==> config.mk <==
export PLATFORM = sky130hd
export DESIGN_NAME = multicycle_adder
export DESIGN_NICKNAME = d
export VERILOG_FILES = /design/src/rtl/adder_pkg.sv /design/src/rtl/chunk_adder.sv /design/src/rtl/fullAdder.sv /design/src/rtl/multicycle_adder.sv
export SDC_FILE = /design/constraint.sdc
export NUM_CORES = 1
export LEC_CHECK = 0
export CAP_MARGIN = 40
export CORE_AREA = 8 8 86 88
export DETAILED_ROUTE_END_ITERATION = 16
export DIE_AREA = 0 0 94 96
export PLACE_DENSITY = 0.84
export SLEW_MARGIN = 20
export SYNTH_ARGS = -nofsm -noshare
export SYNTH_HDL_FRONTEND = slang
export SYNTH_SLANG_ARGS = --single-unit
==> constraint.sdc <==
create_clock -name clk -period 3.09 [get_ports clk]
set_input_delay 0.618 -clock clk [delete_from_list [all_inputs] [get_ports clk]]
set_output_delay 0.618 -clock clk [all_outputs]
set_load 0.005 [all_outputs]
==> src/rtl/adder_pkg.sv <==
// Shared types and default sizing for the multicycle adder.
package adder_pkg;

  localparam int unsigned DEF_WIDTH = 16;
  localparam int unsigned DEF_CHUNK = 4;

  typedef enum logic [1:0] {
    IDLE = 2'd0,
    CALC = 2'd1,
    DONE = 2'd2
  } state_e;

endpackage : adder_pkg

==> src/rtl/chunk_adder.sv <==
// CHUNK-bit ripple adder; also exposes the carry into its MSB for overflow detection.
module chunk_adder #(
  parameter int unsigned CHUNK = 4
) (
  input  logic [CHUNK-1:0] a_i,
  input  logic [CHUNK-1:0] b_i,
  input  logic             ci_i,
  output logic [CHUNK-1:0] sum_o,
  output logic             co_o,
  output logic             cmsb_o
);

  logic [CHUNK:0] carry;

  assign carry[0] = ci_i;

  // Ripple chain of full adder cells.
  for (genvar i = 0; i < CHUNK; i++) begin : g_bit
    fullAdder u_fa (
      .a_i  (a_i[i]),
      .b_i  (b_i[i]),
      .ci_i (carry[i]),
      .s_o  (sum_o[i]),
      .co_o (carry[i+1])
    );
  end

  assign co_o   = carry[CHUNK];
  assign cmsb_o = carry[CHUNK-1];

endmodule : chunk_adder

==> src/rtl/fullAdder.sv <==
// One-bit full adder cell.
module fullAdder (
  input  logic a_i,
  input  logic b_i,
  input  logic ci_i,
  output logic s_o,
  output logic co_o
);

  assign s_o  = a_i ^ b_i ^ ci_i;
  assign co_o = (a_i & b_i) | (ci_i & (a_i ^ b_i));

endmodule : fullAdder

==> src/rtl/multicycle_adder.sv <==
// Handshaked adder/subtractor that ripples CHUNK bits per clock through one shared chunk adder.
module multicycle_adder
  import adder_pkg::*;
#(
  parameter int unsigned WIDTH = DEF_WIDTH,
  parameter int unsigned CHUNK = DEF_CHUNK
) (
  input  logic             clk,
  input  logic             rst_n,
  input  logic             in_valid,
  output logic             in_ready,
  input  logic [WIDTH-1:0] a,
  input  logic [WIDTH-1:0] b,
  input  logic             cin,
  input  logic             sub,
  output logic             out_valid,
  input  logic             out_ready,
  output logic [WIDTH-1:0] sum,
  output logic             cout,
  output logic             ovf
);

  localparam int unsigned CHUNK_NZ = (CHUNK == 0) ? 1 : CHUNK;
  localparam int unsigned NCH      = WIDTH / CHUNK_NZ;
  localparam int unsigned IDX_W    = (NCH > 1) ? $clog2(NCH) : 1;
  localparam logic [IDX_W-1:0] LAST_IDX   = IDX_W'(NCH - 1);
  localparam logic [WIDTH-1:0] CHUNK_MASK = WIDTH'({CHUNK_NZ{1'b1}});

  // Reject parameter sets that do not tile the word exactly.
  if ((CHUNK < 1) || ((WIDTH % CHUNK_NZ) != 0)) begin : g_bad_params
    $error("multicycle_adder: CHUNK must be >= 1 and divide WIDTH");
  end

  state_e           state_q, state_d;
  logic [WIDTH-1:0] a_q, a_d;
  logic [WIDTH-1:0] b_q, b_d;
  logic             carry_q, carry_d;
  logic [IDX_W-1:0] idx_q, idx_d;
  logic [WIDTH-1:0] sum_q, sum_d;
  logic             cout_q, cout_d;
  logic             ovf_q, ovf_d;

  logic [31:0]      sh;
  logic [CHUNK-1:0] a_chunk, b_chunk, s_chunk;
  logic             c_out, c_msb;

  // Bit offset of the chunk being processed.
  assign sh      = 32'(idx_q) * CHUNK;
  assign a_chunk = CHUNK'(a_q >> sh);
  assign b_chunk = CHUNK'(b_q >> sh);

  chunk_adder #(.CHUNK(CHUNK)) u_chunk (
    .a_i    (a_chunk),
    .b_i    (b_chunk),
    .ci_i   (carry_q),
    .sum_o  (s_chunk),
    .co_o   (c_out),
    .cmsb_o (c_msb)
  );

  // State register.
  always_ff @(posedge clk or negedge rst_n) begin
    if (!rst_n) begin
      state_q <= IDLE;
    end else begin
      state_q <= state_d;
    end
  end

  // Next-state logic.
  always_comb begin
    state_d = state_q;
    case (state_q)
      IDLE:    if (in_valid) state_d = CALC;
      CALC:    if (idx_q == LAST_IDX) state_d = DONE;
      DONE:    if (out_ready) state_d = IDLE;
      default: state_d = IDLE;
    endcase
  end

  // Handshake outputs decoded from the state register.
  always_comb begin
    in_ready  = 1'b0;
    out_valid = 1'b0;
    case (state_q)
      IDLE:    in_ready  = 1'b1;
      DONE:    out_valid = 1'b1;
      default: ;
    endcase
  end

  // Datapath next values: latch operands on accept, fold in one chunk per CALC cycle.
  always_comb begin
    a_d     = a_q;
    b_d     = b_q;
    carry_d = carry_q;
    idx_d   = idx_q;
    sum_d   = sum_q;
    cout_d  = cout_q;
    ovf_d   = ovf_q;
    case (state_q)
      IDLE: begin
        if (in_valid) begin
          a_d     = a;
          b_d     = sub ? ~b : b;
          carry_d = sub | cin;
          idx_d   = '0;
          sum_d   = '0;
          cout_d  = 1'b0;
          ovf_d   = 1'b0;
        end
      end
      CALC: begin
        sum_d   = (sum_q & ~(CHUNK_MASK << sh)) | (WIDTH'(s_chunk) << sh);
        carry_d = c_out;
        if (idx_q == LAST_IDX) begin
          idx_d  = '0;
          cout_d = c_out;
          ovf_d  = c_msb ^ c_out;
        end else begin
          idx_d = idx_q + 1'b1;
        end
      end
      default: ;
    endcase
  end

  // Datapath registers.
  always_ff @(posedge clk or negedge rst_n) begin
    if (!rst_n) begin
      a_q     <= '0;
      b_q     <= '0;
      carry_q <= 1'b0;
      idx_q   <= '0;
      sum_q   <= '0;
      cout_q  <= 1'b0;
      ovf_q   <= 1'b0;
    end else begin
      a_q     <= a_d;
      b_q     <= b_d;
      carry_q <= carry_d;
      idx_q   <= idx_d;
      sum_q   <= sum_d;
      cout_q  <= cout_d;
      ovf_q   <= ovf_d;
    end
  end

  assign sum  = sum_q;
  assign cout = cout_q;
  assign ovf  = ovf_q;

endmodule : multicycle_adder

### After elaboration in Yosys (flattened, before gate mapping)

Index checks and enable logic that the tools add are counted.

| cells by class | value |
|---|---|
| reductions and logical operators | 6 |
| multiplexer cells | 19 |
| add/subtract/negate cells | 1 |
| shift operators | 4 |
| eq/ne operators | 6 |
| bitwise logic cells | 26 |

Operators with widths:

| operator | count |
|---|---|
| 16-bit two-way mux | 2 |
| 16-bit inverter | 2 |
| 16-bit one-hot mux with 2 select lines | 1 |
| 16-bit by 4-bit right shift with 4-bit output | 2 |
| 16-bit bitwise AND | 1 |
| 16-bit OR | 1 |
| 4-bit by 4-bit left shift with 16-bit output | 1 |
| 4-bit by 4-bit left shift with 16-bit output (first input constant) | 1 |
| 2-bit two-way mux | 5 |
| 1-bit bitwise XOR | 9 |
| 1-bit bitwise AND | 8 |
| 1-bit two-way mux | 6 |
| 2-bit != test (second input constant) | 3 |
| 1-bit one-hot mux with 2 select lines | 3 |
| 2-bit one-hot mux with 3 select lines | 1 |
| 3-bit AND reduction | 2 |
| 1-bit OR | 5 |
| 2-bit equality test (second input constant) | 2 |
| 2-bit one-hot mux with 2 select lines | 1 |
| 2-bit AND reduction | 2 |
| 2-bit by 1-bit adder with 2-bit output (second input constant) | 1 |
| 2-bit by 1-bit equality test with 1-bit output (second input constant) | 1 |
| 2-bit logical NOT | 1 |
| 2-bit nonzero test | 1 |

| storage, ports and cells | value |
|---|---|
| logic and storage cells | 70 |
| output and inout bits | 20 |
| bits of input ports | 38 |
| register bits | 55 |

### Logic depth before layout (Yosys ltp)

Gate-level depths: netlist of the first run.

| depth | value |
|---|---|
| depth in word-level cells | 13 |
| depth in mapped cells | 12 |
| depth with buffers taken out | 10 |

### Modules after synthesis

Synthesis of the first run repeated with hierarchy kept, for this count alone.

| second synthesis, totals | value |
|---|---|
| cell total of the unflattened synthesis | 204 |
| area total of the unflattened synthesis | 2618.8 um^2 |

Modules (own cells, without submodules):

| module | sequential area each (um^2) | instances | cells each | area an instance (um^2) |
|---|---|---|---|---|
| multicycle_adder | 1376.3 | 1 | 200 | 2538.7 |
| fullAdder | 0.0 | 4 | 1 | 20.0 |

### Worst setup path before layout of the first run

No wires, ideal clock.

| timing path | value |
|---|---|
| path type | flip-flop to flip-flop |
| from | reg idx_q[0] |
| to | reg cout_q (netlist: cout) |
| library setup time | 0.121 ns |
| required time | 2.969 ns |
| arrival | 2.801 ns |
| path slack | 0.168 ns |
| stages on the path, launching flop included | 12 |
| clock period less this slack | 2.922 ns |
| buffers on the path | 2 |
| path through | dfrtp_1 -> buf_4 -> buf_6 -> mux4_2 -> fa_1 -> inv_1 -> fa_1 -> fa_1 -> inv_1 -> fa_1 -> a22o_1 -> a22o_1 |

| on the way | value |
|---|---|
| longest elaborated chain between the ends | 12 |
| elaborated cells on any way between the ends | 23 |
| classes of those cells | 2 x eq/ne; 2 x shift; 2 x mux; 16 x bitwise; 1 x reduce/logical |

Ends and longest elaborated chain:

| what | line | text |
|---|---|---|
| start, declared | multicycle_adder.sv:38 | `logic [IDX_W-1:0] idx_q, idx_d;` |
| start signal, assigned | multicycle_adder.sv:142 | `idx_q <= idx_d;` |
| 16-bit by 4-bit right shift with 4-bit output, on equally long branches | multicycle_adder.sv:49, multicycle_adder.sv:50 |  |
| 1-bit bitwise XOR | fullAdder.sv:11 | `assign co_o = (a_i & b_i) \| (ci_i & (a_i ^ b_i));` |
| 1-bit bitwise AND | fullAdder.sv:11 |  |
| 1-bit OR | fullAdder.sv:11 |  |
| 1-bit bitwise AND | fullAdder.sv:11 |  |
| 1-bit OR | fullAdder.sv:11 |  |
| 1-bit bitwise AND | fullAdder.sv:11 |  |
| 1-bit OR | fullAdder.sv:11 |  |
| 1-bit bitwise AND | fullAdder.sv:11 |  |
| 1-bit OR | fullAdder.sv:11 |  |
| 1-bit two-way mux | multicycle_adder.sv:116 | `if (idx_q == LAST_IDX) begin` |
| 1-bit one-hot mux with 2 select lines | multicycle_adder.sv:101 | `case (state_q)` |
| end signal, assigned | multicycle_adder.sv:144 | `cout_q <= cout_d;` |
| end, declared | multicycle_adder.sv:40 | `logic cout_q, cout_d;` |

Parallel ways exist; a longest one is shown, timed or not. The select of a mux whose other input is x is not followed.
A chain may end at the register's enable or synchronous reset.

### Worst setup path in the final report of the first run

| timing path | value |
|---|---|
| from | reg idx_q[1] |
| to | reg ovf_q (netlist: ovf) |

| on the way | value |
|---|---|
| longest elaborated chain between the ends | 13 |
| elaborated cells on any way between the ends | 24 |
| classes of those cells | 2 x eq/ne; 2 x shift; 2 x mux; 17 x bitwise; 1 x reduce/logical |

Ends and longest elaborated chain:

| what | line | text |
|---|---|---|
| 16-bit by 4-bit right shift with 4-bit output, on equally long branches | multicycle_adder.sv:49, multicycle_adder.sv:50 |  |
| 1-bit bitwise XOR | fullAdder.sv:11 |  |
| 1-bit bitwise AND | fullAdder.sv:11 |  |
| 1-bit OR | fullAdder.sv:11 |  |
| 1-bit bitwise AND | fullAdder.sv:11 |  |
| 1-bit OR | fullAdder.sv:11 |  |
| 1-bit bitwise AND | fullAdder.sv:11 |  |
| 1-bit OR | fullAdder.sv:11 |  |
| 1-bit bitwise AND | fullAdder.sv:11 |  |
| 1-bit OR | fullAdder.sv:11 |  |
| 1-bit bitwise XOR | multicycle_adder.sv:119 | `ovf_d = c_msb ^ c_out;` |
| 1-bit two-way mux | multicycle_adder.sv:116 |  |
| 1-bit one-hot mux with 2 select lines | multicycle_adder.sv:101 |  |
| end signal, assigned | multicycle_adder.sv:145 | `ovf_q <= ovf_d;` |
| end, declared | multicycle_adder.sv:41 | `logic ovf_q, ovf_d;` |

Parallel ways exist; a longest one is shown, timed or not. The select of a mux whose other input is x is not followed.

==> impl_metrics.env, run 1 <==
export IMPL_fin_nets=318
export IMPL_critPathLaunchType="flop"
export IMPL_slew_headroom_pct=56.5
export IMPL_clock_fmax_mhz=342
export IMPL_rows=29
export IMPL_cp_startpoint="idx_q[1]"
export IMPL_start_util_pct=44.0
export IMPL_peakVddDrop_v=0.000469
export IMPL_cp_arrival_ps=3170
export IMPL_multiInputGateArea_sq_um=1180
export IMPL_worstSkewPairLatency_ps=310
export IMPL_gr_max_usage_layer="met2"
export IMPL_p_per_area_nw_per_um2=1060
export IMPL_place_hpwl_mm=4.43
export IMPL_wire_per_inst_microns=16.4
export IMPL_drv_cap=0
export IMPL_synth_area_leaders="dfrtp_1 51%, mux4_2 6.7%, xnor2_1 5.2%, mux2_2 3.8%, a22o_1 3.6%"
export IMPL_dr_total_vias=1821
export IMPL_final_hold_viol_count=0
export IMPL_synth_top_area_share_pct=51.3
export IMPL_cts_root_buf="clkbuf_8"
export IMPL_cts_clk_slew_worst_paths_ps=90
export IMPL_synth_edf_count=0
export IMPL_grt_overflow_total=0
export IMPL_portBuffers=57
export IMPL_clock_sinks=55
export IMPL_grt_util_all_layers_pct=13.3
export IMPL_p_leak_nw=1.42
export IMPL_post_cts_buffers=0
export IMPL_critical_path_class="reg -> reg"
export IMPL_end_kind="flop"
export IMPL_numCtsBuffers=5
export IMPL_grt_max_degree=49
export IMPL_synth_seq_area_share_pct=51.3
export IMPL_synth_cell_type_count=31
export IMPL_drt_drc_violations_left=0
export IMPL_hp_class="in -> async"
export IMPL_finalMaxSlewViolations=0
export IMPL_netlist_area_sq_um=2680
export IMPL_die_w_microns=94
export IMPL_cts_tree="built"
export IMPL_cp_required_ps=3340
export IMPL_syn_nets=260
export IMPL_totalPowerFinal_mw=3.64
export IMPL_grt_met1_usage_pct=15.6
export IMPL_synth_cells=214
export IMPL_crit_path_max_fanout=8
export IMPL_nFillCells=530
export IMPL_post_route_period_util_pct=94.5
export IMPL_period_needed_ps=2920
export IMPL_met2_usage_pct=23.0
export IMPL_cts_repair_resized=0
export IMPL_final_setup_viol_count=0
export IMPL_first_global_vias=1918
export IMPL_synth_top_cell_by_area="dfrtp_1"
export IMPL_grt_pass1_wl_mm=9.36
export IMPL_drive_gt1_share_pct=13.9
export IMPL_synth_async_sr_flop_share_pct=100
export IMPL_drtIter0Drc=75
export IMPL_synth_flop_cell="dfrtp_1"
export IMPL_fin_tns_setup_ps=0
export IMPL_gp_congestion=0.854
export IMPL_final_area_sq_um=3420
export IMPL_place_inst=342
export IMPL_tightest_slew_ps=653
export IMPL_placed_area_sq_um=3300
export IMPL_drt_pass1_iterations=4
export IMPL_use_met3_pct=4.13
export IMPL_ys_ff_latch=55
export IMPL_antenna_cells=0
export IMPL_h_tree_depth=2
export IMPL_fp_dieH_microns=96
export IMPL_r2r_start="idx_q[1]"
export IMPL_cts_hold_fix_buffers=0
export IMPL_ff_latch_area_sq_um=1380
export IMPL_syn_area_per_cell_sq_um=12.5
export IMPL_fin_skew_ps=7.37
export IMPL_io_pin_count=58
export IMPL_area_delta_synth_final_pct=27.6
export IMPL_yosysWarnings=0
export IMPL_status="finished, final reports clean"
export IMPL_rsz0062_at_grt="false"
export IMPL_instances_no_fill=350
export IMPL_antenna_found_initial=0
export IMPL_final_core_util_pct=56.1
export IMPL_core_area_sq_um=6100
export IMPL_routed_wl_mm=5.73
export IMPL_die_area_sq_um=9020
export IMPL_vias_per_cell=5.20
export IMPL_ant_nets=0
export IMPL_cts_buffer_depth=2
-- layout make-up --
cell class                 instances  share of cell area, %
multi-input combinational        136                   34.5
clock buffer                       6                   2.41
inverter                          11                   1.21
sequential                        55                   40.2
clock inverter                     2                   1.02
tap                               77                   2.82
timing repair buffer              63                   17.8
-- Yosys cell counts, drive strengths merged, types with 2 or more instances --
cell and n:
dfrtp 55, mux2 16, nand2 7, inv 11, ha 4, a21oi 18, a22o 11, mux4 8
nand3 4, buf 12, o31ai 2, xnor2 16, nand2b 2, nor3 4, o2bb2ai 8, fa 4
a21o 5, nor2 18
-- through the flow --
step	setup slack (ps)	hold WS, ps
after global placement	351	466
after CTS	203	341
after floorplan	168	322
after detailed placement	260	473
after global routing	103	375
final	169	330
-- worst max-delay path: stages, from the launching register on --
cell     delay, ps
dfrtp_1        590
mux4_2         380
fa_1           410
inv_1           80
fa_1           180
fa_1           220
inv_1           70
fa_1           430
xor2_1         170
nor4_1         200
a21o_1         120
-- final timing paths --
| kind | end | slack, ps | cells past startpoint |
|---|---|---|---|
| min in group clk | a_q[12] | 490 | 1 |
| max reg2reg | ovf | 170 | 10 |
| min | sum[15] | 330 | 1 |
| max | ovf | 170 | 10 |
| max in group asynchronous | idx_q[0] | 1990 | 2 |
| min reg2reg | a_q[12] | 490 | 1 |
-- where the power goes --
part | internal (mW) | switching (mW)
combinational | 0.963 | 0.901
sequential | 1.05 | 0.237
clock | 0.262 | 0.224
total | 2.28 | 1.36
-- registers in the layout, indices dropped and copies added, names as in the netlist --
register,flops
b_q,16
idx_q,2
a_q,16
ovf,1
sum,16
cout,1
state_q,2
carry_q,1
-- cell usage in the layout (no fill, tap or decap), types with 5 or more instances in the layout --
| cell type | count |
|---|---|
| a21oi_1 | 14 |
| clkbuf_8 | 6 |
| a22o_1 | 11 |
| mux4_2 | 8 |
| a21o_1 | 5 |
| dfrtp_1 | 55 |
| buf_4 | 6 |
| mux2_1 | 7 |
| o2bb2ai_1 | 8 |
| xnor2_1 | 16 |
| clkdlybuf4s50_1 | 56 |
| nor2_1 | 18 |
| inv_1 | 11 |
| nand2_1 | 7 |
| mux2_2 | 9 |
-- kinds of logic (layout without fill, tap and decap cells) --
family	Yosys count	after routing	synth area share, %
multiplexers	24	24	13.4
XOR/XNOR	17	17	5.55
adder cells (fa/ha/maj)	8	8	4.85
AND/OR/NAND/NOR	40	40	7.14
AO/OA/AOI/OAI	47	47	12.8
buffers and inverters	23	82	4.94
flip-flops	55	55	51.3
-- layer usage --
layer | up-vias | share of wire [%]
met1 | 879 | 40
met4 | 0 | 1.1
met3 | 7 | 7.8
li1 | 865 | -
met5 | - | 0
met2 | 70 | 52
Power figures use the tool's default switching activity.
==> run 2: changes to the inputs <==
--- a/config.mk
+++ b/config.mk
@@ -9,6 +9,7 @@
 export CORE_AREA = 8 8 86 88
 export DETAILED_ROUTE_END_ITERATION = 16
 export DIE_AREA = 0 0 94 96
+export HOLD_SLACK_MARGIN = 0.05
 export PLACE_DENSITY = 0.84
 export SLEW_MARGIN = 20
 export SYNTH_ARGS = -nofsm -noshare
==> results of run 2 <==
The final DEF is identical to that of run 1; final timing and power are the same.
==> patch (settings of run 2) <==
Put one more register stage on the output `ovf`, with the module's reset. The value now appears one clock later. The other outputs are not delayed to match.
--- a/src/rtl/multicycle_adder.sv
+++ b/src/rtl/multicycle_adder.sv
@@ -148,7 +148,13 @@
 
   assign sum  = sum_q;
   assign cout = cout_q;
-  assign ovf  = ovf_q;
+  always_ff @(posedge clk or negedge rst_n) begin
+    if (!rst_n) begin
+      ovf <= '0;
+    end else begin
+      ovf <= ovf_q;
+    end
+  end
 
 endmodule : multicycle_adder
 
Formal check against the unedited RTL: not equivalent (Yosys sat finds a counterexample within 10 cycles, from zero or initial values and one cycle with rst_n low).
==> patch against run 2 <==
Sequential cell count up 1. Design area increased by 0.80%. Power increased by 0.38%. Area after synthesis is 0.93% higher. Routed wire length grew 2.7%. Setup slack better by 0.0074 ns. Cell count rose by 0.57%. Core utilization is 0.45 points higher. Highest routed layer unchanged.
==> patch: results (changes against run 2) <==
synth_area_leaders: "dfrtp_1 52%, mux4_2 6.7%, xnor2_1 5.2%"  # was dfrtp_1 51%, mux4_2 6.7%, xnor2_1 5.2%
whs_ns: 0.3190  # was 0.3302 ns
drtIter0Drc: 54  # was 75
layout-drive-gt1-share_pct: 14.55  # was 13.92%
grt_pass1_wl_um: 9729  # was 9363 um
layout.nets: 320  # was 318
p_leak_nw: 1.430  # was 1.420 nW
seq_area_frac_synth_pct: 51.76  # was 51.31%
p_clk_share_pct: 13.0  # was 13.4%
gr-usage-all-layers_pct: 13.78  # was 13.34%
finalCritPeriodShare_pct: 94.28  # was 94.52%
routabilityCongestion: 0.8885  # was 0.8541
r2r_end: "ovf_q$_DFFE_PN0P_"  # was ovf$_DFFE_PN0P_
cp_slowest_cell: "mux4_2"  # was dfrtp_1
sequentialPowerShare_pct: 35.9  # was 35.4%
post-place-cells: 344  # was 342
ir_drop_mv: 0.6659  # was 0.4688 mV
via_count: 1860  # was 1,821
r2r_setup_slack_ns: 0.18
place_area_um2: 3337  # was 3304 um^2
grt_pass1_vias: 1972  # was 1,918
preCtsSetupSlack_ns: 0.1769  # was 0.2596 ns
wire_per_inst_um: 16.70  # was 16.36 um
stdcell_count: 352  # was 350
final.setup_skew_ns: 0.008227  # was 0.007373 ns
cp-startpoint: "idx_q[0]$_DFFE_PN0P_"  # was idx_q[1]$_DFFE_PN0P_
synthTopCellsByCount: "56 x dfrtp_1, 18 x nor2_1, 16 x xnor2_1"  # was 55 x dfrtp_1, 18 x nor2_1, 16 x xnor2_1
tightestPinTransition_ns: 0.6356  # was 0.6530 ns
critPathMaxFanout: 5  # was 8
switching_share_pct: 37.82  # was 37.44%
portBuffers: 57  # unchanged
status: "finished, final reports clean"  # unchanged
hpwl_um: 4478  # was 4431 um
max_stage_delay_ns: 0.53  # was 0.59 ns
ys_types: 31  # unchanged
synth_fp_nets: 261  # was 260
-- patch: cell count changes after synthesis, sizes merged --
cell	run 2	this run
dfrtp	55	56
-- patch: layout make-up --
cell class                      instances  area, um^2
Fill cell                             543        2646
Sequential cell                        56        1403
Multi-Input combinational cell        136        1180
Timing Repair Buffer                   64       618.1
Tap cell                               77       96.34
Clock buffer                            5       68.82
Clock inverter                          3       42.54
Inverter                               11       41.29
-- patch: kinds of logic (layout without fill, tap and decap cells) --
logic type / Yosys count / after routing / synth area share (%)
flip-flops: 56 / 56 / 51.76
AND/OR/NAND/NOR: 40 / 40 / 7.070
AO/OA/AOI/OAI: 47 / 47 / 12.66
multiplexers: 24 / 24 / 13.31
adder cells (fa/ha/maj): 8 / 8 / 4.806
buffers and inverters: 23 / 83 / 4.898
XOR/XNOR: 17 / 17 / 5.499
-- patch: layer usage --
layer,up-vias,wire length [um],GRT usage [%]
met5,-,0,0
met4,0,61,4.227
met3,7,314,4.056
met2,59,2978,22.99
met1,922,2525,16.87
li1,872,-,-
